$ cat src/rtl/spi_burst_ram_pkg.sv
// spi_burst_ram shared types.
// Command encodings and the frame FSM state enum.
package spi_burst_ram_pkg;

    typedef enum logic [1:0] {
        CMD_SET_WADDR = 2'b00,
        CMD_WRITE     = 2'b01,
        CMD_SET_RADDR = 2'b10,
        CMD_READ      = 2'b11
    } cmd_e;

    typedef enum logic [2:0] {
        IDLE,
        CMD,
        ADDR,
        WDATA,
        RTURN,
        RDATA
    } state_e;

endpackage

$ cat src/rtl/spi_burst_ram_mem.sv
// spi_burst_ram word store.
// Single port, synchronous read/write, one-cycle read latency, no reset.
module spi_burst_ram_mem #(
    parameter int DATA_W    = 8,
    parameter int ADDR_W    = 8,
    parameter int MEM_DEPTH = 256
) (
    input  logic              clk,
    input  logic              en,
    input  logic              we,
    input  logic [ADDR_W-1:0] addr,
    input  logic [DATA_W-1:0] wdata,
    output logic [DATA_W-1:0] rdata
);

    logic [DATA_W-1:0] mem [MEM_DEPTH];

    always_ff @(posedge clk) begin
        if (en) begin
            if (we) mem[addr] <= wdata;
            else    rdata     <= mem[addr];
        end
    end

endmodule

$ cat src/rtl/spi_burst_ram.sv
// spi_burst_ram: clk-sampled SPI-style slave in front of a burst RAM.
// Frame = 2-bit command, then an address field or a stream of data words.
module spi_burst_ram
    import spi_burst_ram_pkg::*;
#(
    parameter int DATA_W    = 8,
    parameter int ADDR_W    = 8,
    parameter int MEM_DEPTH = 256
) (
    input  logic clk,
    input  logic rst,
    input  logic SS_n,
    input  logic MOSI,
    output logic MISO,
    output logic frame_err
);

    localparam int MAXW  = (DATA_W > ADDR_W) ? DATA_W : ADDR_W;
    localparam int CNT_W = (MAXW > 1) ? $clog2(MAXW) : 1;
    localparam logic [CNT_W-1:0] D_LAST = CNT_W'(DATA_W - 1);
    localparam logic [CNT_W-1:0] A_LAST = CNT_W'(ADDR_W - 1);

    if (MEM_DEPTH < 2 || MEM_DEPTH > (1 << ADDR_W) || DATA_W < 2)
    begin : g_bad_param
        $error("spi_burst_ram: illegal MEM_DEPTH/ADDR_W/DATA_W");
    end

    function automatic logic [ADDR_W-1:0] ptr_inc(
        input logic [ADDR_W-1:0] p
    );
        return (p == ADDR_W'(MEM_DEPTH - 1)) ? '0 : p + 1'b1;
    endfunction

    function automatic logic [ADDR_W-1:0] ptr_mod(
        input logic [ADDR_W-1:0] v
    );
        return ADDR_W'(32'(v) % MEM_DEPTH);
    endfunction

    state_e            state_q, state_d;
    logic [CNT_W-1:0]  cnt_q;
    logic              cmd_hi_q;
    logic              addr_rd_q;
    logic              addr_done_q;
    logic              armed_q;
    logic [ADDR_W-1:0] asr_q;
    logic [DATA_W-1:0] dsr_q;
    logic [ADDR_W-1:0] wr_ptr_q, rd_ptr_q;
    logic              miso_q, ferr_q;

    logic              ram_en, ram_we;
    logic [ADDR_W-1:0] ram_addr;
    logic [DATA_W-1:0] ram_rdata;
    logic [DATA_W-1:0] w_word;
    logic [ADDR_W-1:0] a_word;
    logic              d_last, a_last;

    assign w_word = DATA_W'({dsr_q, MOSI});
    assign a_word = ADDR_W'({asr_q, MOSI});
    assign d_last = (cnt_q == D_LAST);
    assign a_last = (cnt_q == A_LAST);

    always_ff @(posedge clk or posedge rst) begin
        if (rst) state_q <= IDLE;
        else     state_q <= state_d;
    end

    always_comb begin
        state_d  = state_q;
        ram_en   = 1'b0;
        ram_we   = 1'b0;
        ram_addr = rd_ptr_q;
        if (SS_n) begin
            state_d = IDLE;
        end else begin
            unique case (state_q)
                IDLE: if (armed_q) state_d = CMD;
                CMD: begin
                    unique case (cmd_e'({cmd_hi_q, MOSI}))
                        CMD_WRITE: state_d = WDATA;
                        CMD_READ:  state_d = RTURN;
                        default:   state_d = ADDR;
                    endcase
                end
                ADDR: state_d = ADDR;
                WDATA: begin
                    if (d_last) begin
                        ram_en   = 1'b1;
                        ram_we   = 1'b1;
                        ram_addr = wr_ptr_q;
                    end
                end
                RTURN: begin
                    state_d = RDATA;
                    ram_en  = 1'b1;
                end
                // rd_ptr already points past the word being shifted out
                RDATA: if (d_last) ram_en = 1'b1;
                default: state_d = IDLE;
            endcase
        end
    end

    always_ff @(posedge clk or posedge rst) begin
        if (rst) begin
            cnt_q       <= '0;
            cmd_hi_q    <= 1'b0;
            addr_rd_q   <= 1'b0;
            addr_done_q <= 1'b0;
            armed_q     <= 1'b0;
            asr_q       <= '0;
            dsr_q       <= '0;
            wr_ptr_q    <= '0;
            rd_ptr_q    <= '0;
            miso_q      <= 1'b0;
            ferr_q      <= 1'b0;
        end else begin
            ferr_q <= 1'b0;
            if (SS_n) begin
                armed_q <= 1'b1;
                cnt_q   <= '0;
                miso_q  <= 1'b0;
                if ((state_q == ADDR && !addr_done_q && cnt_q != '0) ||
                    (state_q == WDATA && cnt_q != '0))
                    ferr_q <= 1'b1;
            end else begin
                unique case (state_q)
                    IDLE: begin
                        cmd_hi_q <= MOSI;
                        cnt_q    <= '0;
                    end
                    CMD: begin
                        addr_rd_q   <= cmd_hi_q;
                        addr_done_q <= 1'b0;
                        cnt_q       <= '0;
                    end
                    ADDR: begin
                        if (!addr_done_q) begin
                            asr_q <= a_word;
                            if (a_last) begin
                                addr_done_q <= 1'b1;
                                cnt_q       <= '0;
                                if (addr_rd_q) rd_ptr_q <= ptr_mod(a_word);
                                else           wr_ptr_q <= ptr_mod(a_word);
                            end else begin
                                cnt_q <= cnt_q + 1'b1;
                            end
                        end
                    end
                    WDATA: begin
                        dsr_q <= w_word;
                        if (d_last) begin
                            wr_ptr_q <= ptr_inc(wr_ptr_q);
                            cnt_q    <= '0;
                        end else begin
                            cnt_q <= cnt_q + 1'b1;
                        end
                    end
                    RTURN: begin
                        miso_q <= 1'b0;
                        cnt_q  <= '0;
                    end
                    RDATA: begin
                        if (cnt_q == '0) begin
                            miso_q   <= ram_rdata[DATA_W-1];
                            dsr_q    <= ram_rdata << 1;
                            rd_ptr_q <= ptr_inc(rd_ptr_q);
                        end else begin
                            miso_q <= dsr_q[DATA_W-1];
                            dsr_q  <= dsr_q << 1;
                        end
                        cnt_q <= d_last ? '0 : cnt_q + 1'b1;
                    end
                    default: cnt_q <= '0;
                endcase
            end
        end
    end

    spi_burst_ram_mem #(
        .DATA_W    (DATA_W),
        .ADDR_W    (ADDR_W),
        .MEM_DEPTH (MEM_DEPTH)
    ) u_mem (
        .clk   (clk),
        .en    (ram_en),
        .we    (ram_we),
        .addr  (ram_addr),
        .wdata (w_word),
        .rdata (ram_rdata)
    );

    assign MISO      = miso_q;
    assign frame_err = ferr_q;

endmodule
$ cat config.mk
export PLATFORM = sky130hd
export DESIGN_NAME = spi_burst_ram
export DESIGN_NICKNAME = d
export VERILOG_FILES = /design/src/rtl/spi_burst_ram_pkg.sv /design/src/rtl/spi_burst_ram_mem.sv /design/src/rtl/spi_burst_ram.sv
export SDC_FILE = /design/constraint.sdc
export NUM_CORES = 2
export LEC_CHECK = 0
export BUFFER_PORTS_ARGS = -buffer_cell sky130_fd_sc_hd__buf_2
export CORE_UTILIZATION = 55
export DETAILED_ROUTE_END_ITERATION = 12
export PLACE_DENSITY = 0.7
export SLEW_MARGIN = 20
export SYNTH_ARGS = -nofsm -noshare
export SYNTH_HDL_FRONTEND = slang
export SYNTH_SLANG_ARGS = --single-unit
$ cat constraint.sdc
create_clock -name clk -period 8.25 [get_ports clk]
set_input_delay 0.4125 -clock clk [delete_from_list [all_inputs] [get_ports clk]]
set_output_delay 0.4125 -clock clk [all_outputs]
set_load 0.03 [all_outputs]
==> summary.txt <==
Run status
  – Status: finished, final reports clean

Finish
  – Final #Nets: 5812
  – Area growth syn-to-layout: 10.0%
  – Design Area, Final: 0.0968 mm^2
  – Post-route non-filler standard cell count: 8052
  – Share of cells above drive strength 1: 0.0912

Placement
  – Final GP Congestion: 0.849
  – I/O Buffers: 5
  – DP Wirelength: 139000 um
  – Placed Cells: 7666
  – DP Area: 0.0903 mm^2

Synthesis
  – Synth top area cells: edfxtp_1, mux2i_1, o22ai_1
  – Sequential share of the synthesized area: 0.714
  – Ys Warns: 0
  – Ys async rst share: 0.0205
  – Main flop type after synthesis: edfxtp_1
  – Area leader, netlist: edfxtp_1
  – Syn nets: 5948
  – Post-Syn Area: 0.0880 mm^2
  – Area share of the largest cell type after synthesis: 0.702
  – Top cells by count, synth: edfxtp_1, mux2i_1, o22ai_1
  – Synth Register Bits: 2099
  – Post-Syn Area per Cell: 14.8 um^2
  – Most common cell in the synthesized netlist: edfxtp_1
  – Yosys cell types: 68
  – Post-synth EDFFs: 2056
  – Mapped Cells: 5938

Drt
  – Met3 WL: 27500 um
  – Initial DRC Count: 7884
  – Vias/cell: 6.80
  – DRT antenna net count: 0
  – DR DRC count: 0
  – WL met1: 96100 um
  – Drt wl/cell: 30.3 um
  – First drt pass iteration count: 6
  – Routed WL: 244000 um
  – Detail Route met2 WL: 111000 um
  – Via count: 54769
  – Max layer used: met5

Die
  – Core box area: 0.159 mm^2
  – # rows: 146
  – Area of the die: 0.162 mm^2
  – DIE WIDTH: 402 um
  – I/O pin count: 6
  – Vert. Die Dim: 402 um
  – Starting Density: 0.555

Clock tree
  – H-tree depth: 4
  – Clock Path Buffers: 3
  – Clk sinks: 2099
  – Clock Latency Late Sink: 0.86 ns
  – # resized after CTS: 0
  – Clock root cell: clkbuf_16
  – Worst-path clk slew: 0.07 ns
  – CTS tree: yes
  – # hold bufs at CTS: 2
  – Postcts setup bufs: 0
  – CTS buffer count: 203

Timing
  – RSZ-0062 raised after global routing: no
  – Setup violators final: 0
  – Max-slew violations: 0
  – Fin crit share: 0.760
  – Fin Clk Skew: 0.0426 ns
  – Final hold viol count: 0
  – Setup TNS: 0 ns
  – Fmax: 160 MHz
  – Worst-Margin Slew: 1.27 ns
  – Relative slew slack: 0.153
  – Minimum clock period: 6.27 ns

Hold path
  – HP Class: primary input to flip-flop

Setup path
  – CP Launch Type: flip-flop
  – CP max-delay cell: a2111oi_1
  – Worst setup path end: u_mem.rdata[7]
  – R2r startpoint: cnt_q[0]
  – Critical-path maximum fanout: 138
  – Max incr delay on CP: 1.04 ns
  – FF-to-FF path depth: 14
  – Crit end category: flip-flop
  – Worst reg2reg endpoint: u_mem.rdata[7]
  – Setup slack, reg-to-reg: 1.98 ns
  – Worst EP required: 8.84 ns
  – Arrival time worst endpoint: 6.85 ns
  – Critical path's most frequent cell: buf_4
  – Critical setup path kind: flip-flop to flip-flop
  – CP Cell Sequence: ha_1, ha_4, buf_12, a21boi_4, nor2_4, buf_12, buf_4, buf_4, mux2i_1, o22a_1, a31oi_1, a2111oi_1, buf_4, o2111ai_1
  – CP startpoint: cnt_q[0]

GRT
  – First-pass GRT wire length: 353000 um
  – Vias in the first global route: 51478
  – Grt total ovfl: 0
  – Initial antenna violation count: 9
  – Largest net degree at the start of global routing: 234
  – Total GRT Usage: 0.296

Pwr
  – Power Density: 317 mW/mm^2
  – Peak supply drop: 0.346 mV
  – Lkg Pwr: 33.6 nW
  – Tot Pwr: 0.0307 W

Job
  – Total of max-cap violations: 0
[registers in the layout, indices dropped and copies added (netlist names), 3 cells and up]
name and count:
state_q 3, asr_q 7, cnt_q 3, u_mem.mem 2048, u_mem.rdata 8, rd_ptr_q 8, dsr_q 8, wr_ptr_q 8
[cell usage in the layout (no fill, tap or decap), types with 7 or more instances in the layout]
master and count:
nand4_1 13, a221oi_1 17, dfrtp_4 8, o41ai_1 80, buf_4 108, a21oi_1 313, clkinvlp_4 9, a21boi_0 252
a31oi_1 38, mux2_2 54, o22ai_1 413, a211oi_1 254, nand2b_1 7, nand2_1 317, edfxtp_1 2056, clkinv_1 55
nand3_2 9, bufinv_16 18, a2111oi_0 17, dfrtp_1 35, nand3_1 46, o21ai_0 61, o22a_1 59, or4_1 13
and3_1 261, mux2i_1 696, nor2_1 289, a22o_1 8, inv_1 17, clkinv_2 37, buf_12 34, clkbuf_1 40
clkbuf_16 206
[kinds of logic (layout without fill, tap and decap cells)]
kind of cell	after synthesis	after routing	share of synthesized area
flops	2099	2099	0.714
compound gates	1559	1559	0.119
simple gates	1013	1013	0.0545
mux	751	751	0.0862
buf+inv	510	549	0.0254
fa+ha+maj	6	6	0.000853
other cells	0	3	0
[worst min-delay path by stage]
stage	to	start	cells after the start
2_1_floorplan	armed_q	armed_q	1
3_3_place_gp	armed_q	armed_q	1
3_5_place_dp	armed_q	armed_q	1
4_1_cts	u_mem.mem[86][0]	MOSI	1
5_1_grt	u_mem.mem[81][0]	MOSI	1
6_report	u_mem.mem[86][0]	MOSI	1
[routing by layer]
metal | vias up | GRT usage
li1 | 23291 | -
met1 | 27581 | 0.426
met2 | 3377 | 0.448
met3 | 510 | 0.0606
met4 | 10 | 0.109
met5 | - | 0
[layout make-up]
type / count / area, um^2
Clock buffer: 248 / 5330
Multi-Input combinational cell: 3329 / 23200
Inverter: 18 / 67.6
Tap cell: 2072 / 2590
Antenna cell: 3 / 7.51
Sequential cell: 2099 / 62800
Timing Repair Buffer: 151 / 1600
Clock inverter: 132 / 1180
Fill cell: 11438 / 61700
[worst max-delay path: cells and delay by family (launching register included)]
family	cells	cell delay, ns
buffers and inverters	5	2.29
AOI/OAI and AO/OA	5	1.54
adders and majority gates	2	0.70
and+or+nand+nor	1	0.62
DFF	1	0.39
muxes	1	0.25
[power by group]
| part | leakage (nW) | switching, W | internal (W) | total [W] |
|---|---|---|---|---|
| registers | 19.0 | 0.000521 | 0.0131 | 0.0137 |
| clock network | 3.17 | 0.00399 | 0.00516 | 0.00915 |
| logic | 11.4 | 0.00541 | 0.00247 | 0.00788 |
[through the flow]
step | util | setup WS [ns] | hold WS [ns]
floorplan | - | 4.23 | 0.437
global placement | 0.569 | 1.75 | 0.467
detailed placement | 0.569 | 2.15 | 0.470
CTS | 0.610 | 2.12 | 0.0538
global route | 0.611 | 1.85 | 0.0755
finish | 0.611 | 1.98 | 0.0524
Note: power is estimated with default switching activity, not from simulation.
